**src/rtl/counter_seq_ctrl.sv**
```systemverilog
// counter_seq_ctrl
// Sequencer for an external univ_bin_counter. On a start request it loads the
// counter with start_val and runs a programmed number of sweeps towards
// stop_val: up-only, down-only, or ping-pong (alternating direction without
// reload). Supports pause (freezes the counter in RUN) and abort (returns to
// IDLE and synchronously clears the counter for one cycle).
//
// Ports:
//   clk, rst                 clock (rising edge), async active-low reset
//   start, abort, pause      host controls
//   mode                     00 up, 01 down, 10 ping-pong, 11 treated as 00
//   start_val, stop_val      sweep end points
//   sweeps                   number of sweeps (0 treated as 1)
//   cnt_q, cnt_max_tick,
//   cnt_min_tick             counter status inputs
//   cnt_syn_clr, cnt_load,
//   cnt_en, cnt_up, cnt_d    counter control outputs
//   busy, done, sweep_idx,
//   wrapped                  status to the host
module counter_seq_ctrl #(
   parameter int N  = 3,
   parameter int CW = 4
) (
   input  logic          clk,
   input  logic          rst,
   input  logic          start,
   input  logic          abort,
   input  logic          pause,
   input  logic [1:0]    mode,
   input  logic [N-1:0]  start_val,
   input  logic [N-1:0]  stop_val,
   input  logic [CW-1:0] sweeps,
   input  logic [N-1:0]  cnt_q,
   input  logic          cnt_max_tick,
   input  logic          cnt_min_tick,
   output logic          cnt_syn_clr,
   output logic          cnt_load,
   output logic          cnt_en,
   output logic          cnt_up,
   output logic [N-1:0]  cnt_d,
   output logic          busy,
   output logic          done,
   output logic [CW-1:0] sweep_idx,
   output logic          wrapped
);

   typedef enum logic [2:0] {
      S_IDLE,
      S_LOAD,
      S_RUN,
      S_TURN,
      S_DONE
   } state_t;

   state_t state, state_nxt;

   // Run parameters captured at start so host inputs may change mid-run.
   logic [1:0]    mode_r;
   logic [N-1:0]  start_r;
   logic [N-1:0]  stop_r;
   logic [CW-1:0] sweeps_r;
   logic [N-1:0]  tgt;        // end point of the sweep in progress
   logic          dir;        // 1 = counting up
   logic          clr_pend;   // IDLE cycle that follows an abort

   logic run_en;
   logic sweep_end;
   logic last_sweep;
   logic wrap_evt;

   // Count enable is combinational on cnt_q so the counter stops exactly on tgt.
   assign run_en     = (state == S_RUN) && !pause && (cnt_q != tgt);
   assign sweep_end  = (state == S_RUN) && !pause && (cnt_q == tgt);
   assign last_sweep = (sweep_idx == sweeps_r - CW'(1));
   // A step taken from max upwards or from 0 downwards wraps modulo 2^N.
   assign wrap_evt   = run_en && (dir ? cnt_max_tick : cnt_min_tick);

   // State register
   // NOTE: sequential state uses non-blocking assignments; the async reset
   // clears it immediately, independent of clk.
   always_ff @(posedge clk or negedge rst) begin
      if (!rst) state <= S_IDLE;
      else      state <= state_nxt;
   end

   // Next-state logic; abort overrides every transition outside IDLE.
   always_comb begin
      state_nxt = state;
      case (state)
         S_IDLE: if (start) state_nxt = S_LOAD;
         S_LOAD: state_nxt = S_RUN;
         S_RUN:  if (sweep_end) state_nxt = last_sweep ? S_DONE : S_TURN;
         S_TURN: state_nxt = (mode_r == 2'b10) ? S_RUN : S_LOAD;
         S_DONE: state_nxt = S_IDLE;
         default: state_nxt = S_IDLE;
      endcase
      if (abort && (state != S_IDLE)) state_nxt = S_IDLE;
   end

   // Run parameters, sweep bookkeeping and sticky wrap flag
   always_ff @(posedge clk or negedge rst) begin
      if (!rst) begin
         mode_r    <= 2'b00;
         start_r   <= '0;
         stop_r    <= '0;
         sweeps_r  <= '0;
         tgt       <= '0;
         dir       <= 1'b0;
         clr_pend  <= 1'b0;
         sweep_idx <= '0;
         wrapped   <= 1'b0;
      end else begin
         clr_pend <= abort && (state != S_IDLE);
         case (state)
            S_IDLE: begin
               if (start) begin
                  mode_r    <= (mode == 2'b11) ? 2'b00 : mode;
                  start_r   <= start_val;
                  stop_r    <= stop_val;
                  sweeps_r  <= (sweeps == '0) ? CW'(1) : sweeps;
                  tgt       <= stop_val;
                  dir       <= (mode != 2'b01);
                  sweep_idx <= '0;
                  wrapped   <= 1'b0;
               end
            end
            S_RUN: begin
               if (wrap_evt) wrapped <= 1'b1;
            end
            S_TURN: begin
               if (!abort) begin
                  sweep_idx <= sweep_idx + CW'(1);
                  if (mode_r == 2'b10) begin
                     // Ping-pong: reverse and head back to the other end point.
                     dir <= ~dir;
                     tgt <= dir ? start_r : stop_r;
                  end
               end
            end
            default: ;
         endcase
      end
   end

   // Output logic
   always_comb begin
      // NOTE: every output gets a default before the case so no latch is inferred.
      cnt_syn_clr = 1'b0;
      cnt_load    = 1'b0;
      cnt_en      = 1'b0;
      cnt_up      = 1'b0;
      cnt_d       = '0;
      busy        = 1'b1;
      done        = 1'b0;
      case (state)
         S_IDLE: begin
            busy        = 1'b0;
            cnt_syn_clr = clr_pend;
         end
         S_LOAD: begin
            cnt_load = 1'b1;
            cnt_d    = start_r;
            cnt_up   = dir;
         end
         S_RUN: begin
            cnt_up = dir;
            cnt_en = run_en;
         end
         S_TURN: cnt_up = dir;
         S_DONE: begin
            cnt_up = dir;
            done   = 1'b1;
         end
         default: busy = 1'b0;
      endcase
   end

endmodule

```
**config.mk**
```make
export PLATFORM = sky130hd
export DESIGN_NAME = counter_seq_ctrl
export DESIGN_NICKNAME = d
export VERILOG_FILES = /design/src/rtl/counter_seq_ctrl.sv
export SDC_FILE = /design/constraint.sdc
export NUM_CORES = 1
export LEC_CHECK = 0
export ABC_CLOCK_PERIOD_IN_PS = 2300
export CORE_MARGIN = 4
export CORE_UTILIZATION = 45
export DETAILED_ROUTE_END_ITERATION = 6
export PLACE_DENSITY = 0.74
export SLEW_MARGIN = 20
export SYNTH_ARGS = -nofsm -noshare
export SYNTH_HDL_FRONTEND = slang
export SYNTH_SLANG_ARGS = --single-unit
```
**constraint.sdc**
```tcl
create_clock -name clk -period 2.3 [get_ports clk]
set_clock_uncertainty 0.15 [all_clocks]
set_input_delay 0.345 -clock clk [delete_from_list [all_inputs] [get_ports clk]]
set_output_delay 0.345 -clock clk [all_outputs]
set_load 0.02 [all_outputs]
```
Word level (Yosys, flattened, before mapping)
Cells that the tools add are included.
Operators by class
  reductions and logical operators: 17
  mux-type cells: 31
  bitwise gates (word level): 1
  add/sub/neg operators: 2
  eq/ne operators: 16
Operators by type and width (number)
  3-bit two-way mux: 9
  1-bit two-way mux: 12
  4-bit two-way mux: 3
  3-bit case mux with 4 select lines: 1
  2-bit != test, second input constant: 4
  4-bit case mux with 2 select lines: 1
  3-bit by 2-bit == test with 1-bit output, second input constant: 2
  3-bit case mux with 2 select lines: 1
  3-bit AND reduction: 2
  1-bit logical AND: 5
  4-bit by 1-bit adder with 4-bit output, second input constant: 1
  2-bit == test, second input constant: 2
  4-bit == test: 1
  4-bit zero test: 1
  2-bit two-way mux: 2
  1-bit case mux with 2 select lines: 2
  2-bit AND reduction: 2
  4-bit AND reduction: 1
  2-bit nonzero test: 2
  4-bit OR reduction: 1
  4-bit by 1-bit subtractor with 4-bit output, second input constant: 1
  3-bit by 1-bit == test with 1-bit output, second input constant: 1
  3-bit == test: 1
  3-bit == test, second input constant: 1
  8 further kinds: 8
Word-level totals
  output and inout port bits: 14
  register bits after elaboration: 25
  input bits: 22
  word-level logic and storage cells: 77

Logic depth before layout (Yosys ltp)
Gate-level depths: netlist of the first run.
  depth in word-level cells: 6
  depth in mapped cells: 6
  depth with buffers taken out: 6

Least setup slack after synthesis of the first run
No wires, ideal clock.
  path type: register -> output
  start point: register state[2]
  end point: output cnt_d[0]
  required time: 1805 ps
  buffers on the path: 1
  data arrival time: 1407 ps
  cell stages (with the launch flop): 5
  setup slack: 398 ps
  cells stage by stage: dfrtp_1 > buf_2 > or2b_1 > nor2_1 > and2_1
On the way
  word-level cells in the longest chain between the ends: 2
RTL lines
  from (decl): RTL line 55  | state_t state, state_nxt;
  from (signal assigned): RTL line 83  | else state <= state_nxt;
  3-bit by 1-bit == test with 1-bit output: RTL line 155  | case (state)
  3-bit two-way mux: RTL line 155
  to (decl): RTL line 40  | output logic [N-1:0] cnt_d,
No other way between the ends.

Worst setup path after layout of the first run
  start point: register state[0]
  end point: output done
On the way
  word-level cells in the longest chain between the ends: 2
RTL lines
  3-bit == test: RTL line 155
  1-bit two-way mux: RTL line 155
  to (decl): RTL line 42  | output logic done,
No other way between the ends.

==> flow_metrics.env, run 1 <==
export IMPL_start_util=0.470
export IMPL_vdd_drop_max_mv=0.529
export IMPL_drtPass1Iterations=4
export IMPL_wl_met2_mm=1.62
export IMPL_slew_viol_final=0
export IMPL_cts_buffers=3
export IMPL_cp_max_fo=4
export IMPL_final_util=0.638
export IMPL_mostFrequentLayoutCells="nand2_1, clkdlybuf4s50_1, dfrtp_1, buf_4"
export IMPL_drtIter0Drc=40
export IMPL_critPathLaunchType="flip-flop"
export IMPL_rows=20
export IMPL_dp_hpwl_mm=2.50
export IMPL_p_leak_uw=0.000918
export IMPL_tightest_slew_ns=0.515
export IMPL_cts_hold_buf=0
export IMPL_cp_data_required_time_ns=1.80
export IMPL_fillers=266
export IMPL_finalWirelength_mm=3.24
export IMPL_ys_warn_count=0
export IMPL_top_layer_used="met4"
export IMPL_synthCells=151
export IMPL_final_nets=224
export IMPL_crit_start="state[0]$_DFFE_PN0P_"
export IMPL_numPortBuffers=35
export IMPL_ant_nets=0
export IMPL_num_io_pins=36
export IMPL_clk_pin_slew_worst_paths_ns=0.14
export IMPL_synth_ff_type="dfrtp_1"
export IMPL_cts_sinks=25
export IMPL_m1WireLength_mm=1.44
export IMPL_layout_drive_gt1_share=0.186
export IMPL_setup_viol=0
export IMPL_ys_types=41
export IMPL_cts_root_buf="clkbuf_4"
export IMPL_outcome="finished clean"
export IMPL_die_h_um=64.5
export IMPL_syn_to_final_growth_pct=35.8
export IMPL_grt_setup_unrepaired="true"
export IMPL_cts_tree="yes"
export IMPL_syn_nets=175
export IMPL_worstSetupEndpointType="output pin"
export IMPL_hold_violations=0
export IMPL_rr_worst_depth=6
export IMPL_diodes=0
export IMPL_antenna_found_initial=0
export IMPL_worst_slack_ns=0.0559
export IMPL_critPathKind="flip-flop to output pin"
export IMPL_max_slew_margin=0.656
export IMPL_synth_edf_count=0
export IMPL_synth_area_mm2=0.00143
export IMPL_fin_crit_sh=0.976
export IMPL_cts_buffer_depth=2
export IMPL_drc_errors=0
export IMPL_core_area_mm2=0.00305
export IMPL_worstPathArrival_ns=1.75
export IMPL_synth_yosys_seq_area_share=0.436
export IMPL_reg2reg_to="dir$_DFFE_PN0P_"
export IMPL_hp_class="primary input to async pin"
export IMPL_async_reset_ff_frac=1.00
export IMPL_rrSetupSlack_ns=0.31
export IMPL_grt_pass1_wl_mm=5.66
export IMPL_vias=1223
export IMPL_regToRegStartpoint="state[1]$_DFFE_PN0P_"
export IMPL_grt_pass1_vias=1234
export IMPL_cts_max_level=1
export IMPL_met3_length_um=154
export IMPL_max_freq_mhz=446
export IMPL_pwr_density_cell_mw_per_mm2=1100
export IMPL_clk_latency_ns=0.32
export IMPL_period_minus_slack_ns=2.24
export IMPL_syn_area_per_cell_um2=9.50
export IMPL_vias_per_cell=5.03
export IMPL_post_place_ws_ns=-0.249
export IMPL_die_x_um=64.5
export IMPL_gp_congestion=0.832
export IMPL_drv_cap=0
export IMPL_ys_ff_latch=25
export IMPL_gr_total_overflow=0
export IMPL_wl_per_cell_um=13.3
export IMPL_track_usage=0.169
export IMPL_grt_max_degree=26
export IMPL_layout_commonest_cell="nand2_1"
export IMPL_fp_dieArea_mm2=0.00415
-- power by group --
| group | internal, uW | total [uW] | switching (uW) | leakage (uW) |
|---|---|---|---|---|
| Sequential | 615 | 748 | 133 | 0.000313 |
| Clock | 65.3 | 201 | 136 | 0.0000177 |
| Combinational | 582 | 1200 | 618 | 0.000588 |
-- through the flow --
step	instances	area [um2]	power [uW]	setup TNS [ns]	hold slack [ns]
6_report	243	1950	2150	0	0.210
5_1_grt	243	1950	2330	-0.0119	0.231
4_1_cts	243	1950	2150	0	0.228
3_5_place_dp	239	1920	1980	-0.249	0.304
3_3_place_gp	239	1920	1940	-0.240	0.299
2_1_floorplan	151	1430	1520	0	-0.101
-- cells by family after synthesis --
family | share of synthesized area
AOI/OAI and AO/OA | 0.117
xor gates and xnor gates | 0.0707
adders and majority gates | 0.0174
buffers and inverters | 0.0393
DFF | 0.436
muxes | 0.0593
and+or+nand+nor | 0.260
-- critical path: stages, from the launching register on --
cell and delay, ns:
dfrtp_1 0.43, buf_4 0.16, nor3b_1 0.20, clkdlybuf4s50_1 0.64
-- cell type report --
cell class / instances / area (um2) / share of cell area
Clock inverter: 1 / 5.00 / 0.00257
Timing Repair Buffer: 51 / 457 / 0.235
Tap cell: 44 / 55.1 / 0.0283
Multi-Input combinational cell: 115 / 766 / 0.393
Sequential cell: 25 / 627 / 0.322
Inverter: 4 / 15.0 / 0.00771
Clock buffer: 3 / 22.5 / 0.0116
-- sequential cells by signal, summed over array words and instances (netlist names) --
name / count
sweep_idx: 4
sweeps_r: 4
start_r: 3
state: 3
stop_r: 3
tgt: 3
mode_r: 2
clr_pend: 1
dir: 1
wrapped: 1
-- how the worst max path moves through the flow --
stage          endpoint  cells after the start
2_1_floorplan  cnt_d[0]                      4
3_3_place_gp     cnt_en                      4
3_5_place_dp     cnt_en                      4
4_1_cts          cnt_en                      3
5_1_grt        cnt_d[0]                      4
6_report           done                      3
-- repair_timing --
action / CTS / global route
gates resized for setup: 12 / 3
buffers inserted: 0 / 0
endpoints found under the setup margin: 8 / 4
gates cloned: 0 / 0
-- per-layer routing --
metal	track usage	vias up
met5	0	-
met4	0.0317	0
met3	0.0260	4
met2	0.311	35
met1	0.210	575
li1	-	609
-- cells in the mapped netlist (2+ instances only) --
| cell | count | share of area |
|---|---|---|
| o21ai_0 | 9 | 0.031 |
| nand3_1 | 2 | 0.0070 |
| mux2i_1 | 4 | 0.028 |
| and2_1 | 5 | 0.022 |
| nor3_1 | 6 | 0.021 |
| o21a_1 | 3 | 0.016 |
| xnor2_1 | 5 | 0.031 |
| nor2_1 | 10 | 0.026 |
| ha_1 | 2 | 0.017 |
| clkbuf_1 | 2 | 0.0052 |
| xor2_1 | 4 | 0.024 |
| mux2_2 | 4 | 0.031 |
| nand2_1 | 34 | 0.089 |
| nand3b_1 | 3 | 0.016 |
| dfrtp_1 | 25 | 0.44 |
| or4b_4 | 2 | 0.019 |
| inv_1 | 4 | 0.010 |
| buf_2 | 3 | 0.010 |
| a21oi_1 | 2 | 0.0070 |
Power figures use the tool's default switching activity.
==> inputs of run 2 (changes only) <==
--- a/config.mk
+++ b/config.mk
@@ -6,11 +6,10 @@
 export NUM_CORES = 1
 export LEC_CHECK = 0
 export ABC_CLOCK_PERIOD_IN_PS = 2300
-export CORE_MARGIN = 4
+export CORE_MARGIN = 3
 export CORE_UTILIZATION = 45
 export DETAILED_ROUTE_END_ITERATION = 6
 export PLACE_DENSITY = 0.74
-export SLEW_MARGIN = 20
 export SYNTH_ARGS = -nofsm -noshare
 export SYNTH_HDL_FRONTEND = slang
 export SYNTH_SLANG_ARGS = --single-unit
==> run 2 against run 1 <==
Clock-buffer cell count is the same; power shrank 0.21%; setup slack gained 0.070 ns; sequential power shrank 0.7%; hold slack gained 0.017 ns; fmax grew 3.2%; combinational power is essentially flat; design area shrank 0.32%; critical path type unchanged.
==> flow_metrics.env, run 2 (same netlist as run 1, synthesis figures left out) <==
export IMPL_cts_tree="yes"
export IMPL_num_io_pins=36
export IMPL_outcome="finished clean"
export IMPL_fin_crit_sh=0.945
export IMPL_cp_max_fo=14
export IMPL_comb_power_share=0.561
export IMPL_ant_nets=0
export IMPL_fillers=264
export IMPL_die_x_um=62.5
export IMPL_p_leak_uw=0.000935
export IMPL_numPortBuffers=35
export IMPL_cts_buffer_depth=2
export IMPL_gr_total_overflow=0
export IMPL_p_int_uw=1260
export IMPL_worst_slack_ns=0.126
export IMPL_p_total_uw=2140
export IMPL_diodes=0
export IMPL_finalNonFillerCells=241
export IMPL_critPathKind="flip-flop to output pin"
export IMPL_grt_max_degree=26
export IMPL_cts_buffers=3
export IMPL_hold_violations=0
export IMPL_critical_path_top_delay_family="buffers and inverters"
export IMPL_clk_latency_ns=0.31
export IMPL_cts_root_buf="clkbuf_4"
export IMPL_grt_setup_unrepaired="false"
export IMPL_grt_pass1_wl_mm=5.52
export IMPL_track_usage=0.172
export IMPL_finalWirelength_mm=3.18
export IMPL_max_slew_margin=0.786
export IMPL_cp_data_required_time_ns=1.80
export IMPL_seqPwrFrac=0.347
export IMPL_clk_pin_slew_worst_paths_ns=0.14
export IMPL_drv_cap=0
export IMPL_cts_sinks=25
export IMPL_crit_start="state[1]$_DFFE_PN0P_"
export IMPL_vdd_drop_max_mv=0.636
export IMPL_layout_drive_gt1_share=0.181
export IMPL_critPathMaxStageDelay_ns=0.41
export IMPL_antenna_found_initial=0
export IMPL_worstSetupEndpointType="output pin"
export IMPL_gp_congestion=0.809
export IMPL_setup_viol=0
export IMPL_place_area_mm2=0.00192
export IMPL_drtIter0Drc=36
export IMPL_crit_top_cell="buf_4"
export IMPL_syn_to_final_growth_pct=35.3
export IMPL_core_area_mm2=0.00290
export IMPL_drc_errors=0
export IMPL_vias=1256
export IMPL_hp_class="primary input to async pin"
export IMPL_cts_hold_buf=0
export IMPL_critPathBufInv=3
export IMPL_dp_hpwl_mm=2.47
export IMPL_cts_max_level=1
export IMPL_finalSetupTns_ns=0
export IMPL_die_h_um=62.5
export IMPL_critPathLaunchType="flip-flop"
export IMPL_dp_cells=237
export IMPL_switching_share=0.411
export IMPL_worstPathArrival_ns=1.68
export IMPL_tightest_slew_ns=0.321
export IMPL_vias_per_cell=5.21
export IMPL_period_minus_slack_ns=2.17
export IMPL_rows=19
export IMPL_pwr_density_cell_mw_per_mm2=1100
export IMPL_slowest_stage="dfrtp_1"
export IMPL_path_cells="buf_4 > nor3_2 > buf_4 > nor2_1 > and2_1 > clkdlybuf4s15_1"
export IMPL_wl_per_cell_um=13.2
export IMPL_power_frac_clock=0.092
export IMPL_drtPass1Iterations=5
export IMPL_power_switching_uw=881
export IMPL_layout_commonest_cell="nand2_1"
export IMPL_grt_pass1_vias=1282
export IMPL_post_place_ws_ns=-0.274
export IMPL_regToRegStartpoint="state[0]$_DFFE_PN0P_"
export IMPL_fp_dieArea_mm2=0.00390
export IMPL_max_freq_mhz=460
export IMPL_start_util=0.494
export IMPL_mostFrequentLayoutCells="nand2_1, clkdlybuf4s50_1, dfrtp_1, buf_4"
export IMPL_fin_area_mm2=0.00194
export IMPL_largest_registers="sweep_idx x4, sweeps_r x4"
export IMPL_slew_viol_final=0
export IMPL_final_nets=224
[run 2: changes by cell type in the layout (fill, tap and decap cells not counted), sizes merged]
| cell | delta |
|---|---|
| clkdlybuf4s15 | +1 |
| clkdlybuf4s50 | -1 |
| dlygate4sd2 | -1 |
| dlymetal6s2s | +1 |
[run 2: repair_timing]
item / 4_1_cts / 5_1_grt
buffers inserted: 0 / 0
pin swaps: 0 / 0
resized for setup: 11 / 4
setup endpoints to repair: 8 / 4
[run 2: through the flow]
step                utilization  hold WS (ns)
global route              0.669         0.248
finish                    0.669         0.227
floorplan                     -        -0.101
detailed placement        0.660         0.306
global placement          0.660         0.300
CTS                       0.668         0.238
[run 2: path summary, 6_finish.rpt]
| path | slack [ns] | cells after the start | endpoint |
|---|---|---|---|
| min reg2reg | 0.34 | 2 | mode_r[0]$_DFFE_PN0P_ |
| min | 0.23 | 2 | state[0]$_DFFE_PN0P_ |
| max | 0.13 | 6 | cnt_up |
| max reg2reg | 0.46 | 5 | dir$_DFFE_PN0P_ |
| min in group clk | 0.34 | 2 | mode_r[0]$_DFFE_PN0P_ |
| max in group asynchronous | 1.53 | 2 | sweeps_r[1]$_DFFE_PN0P_ |
[run 2: routing by layer]
metal	track usage	wire length, um	vias to the layer above
met1	0.205	1370	605
li1	-	-	618
met2	0.321	1650	33
met3	0.0306	163	0
met4	0.0331	0	0
met5	0	0	-
[run 2: power groups by stage]
stage          Clock, uW  Combinational [uW]  Sequential (uW)
2_1_floorplan          0                 773              748
3_3_place_gp           0                1200              745
3_5_place_dp           0                1240              754
4_1_cts              202                1210              744
5_1_grt              223                1340              766
6_report             197                1200              743
[run 2: final cells by class]
type / count / area (um2) / share of cell area
Sequential cell: 25 / 626 / 0.322
Timing Repair Buffer: 51 / 460 / 0.237
Inverter: 4 / 15.0 / 0.00774
Multi-Input combinational cell: 115 / 759 / 0.391
Clock buffer: 3 / 22.5 / 0.0116
Clock inverter: 1 / 5.00 / 0.00258
Tap cell: 42 / 52.6 / 0.0271
[run 2: worst reg2reg max path: cells and delay by family (launching register included)]
| kind | cells | cell delay [ns] |
|---|---|---|
| DFF | 1 | 0.43 |
| and+or+nand+nor | 1 | 0.56 |
| buffers and inverters | 1 | 0.18 |
| AOI/OAI and AO/OA | 3 | 0.45 |
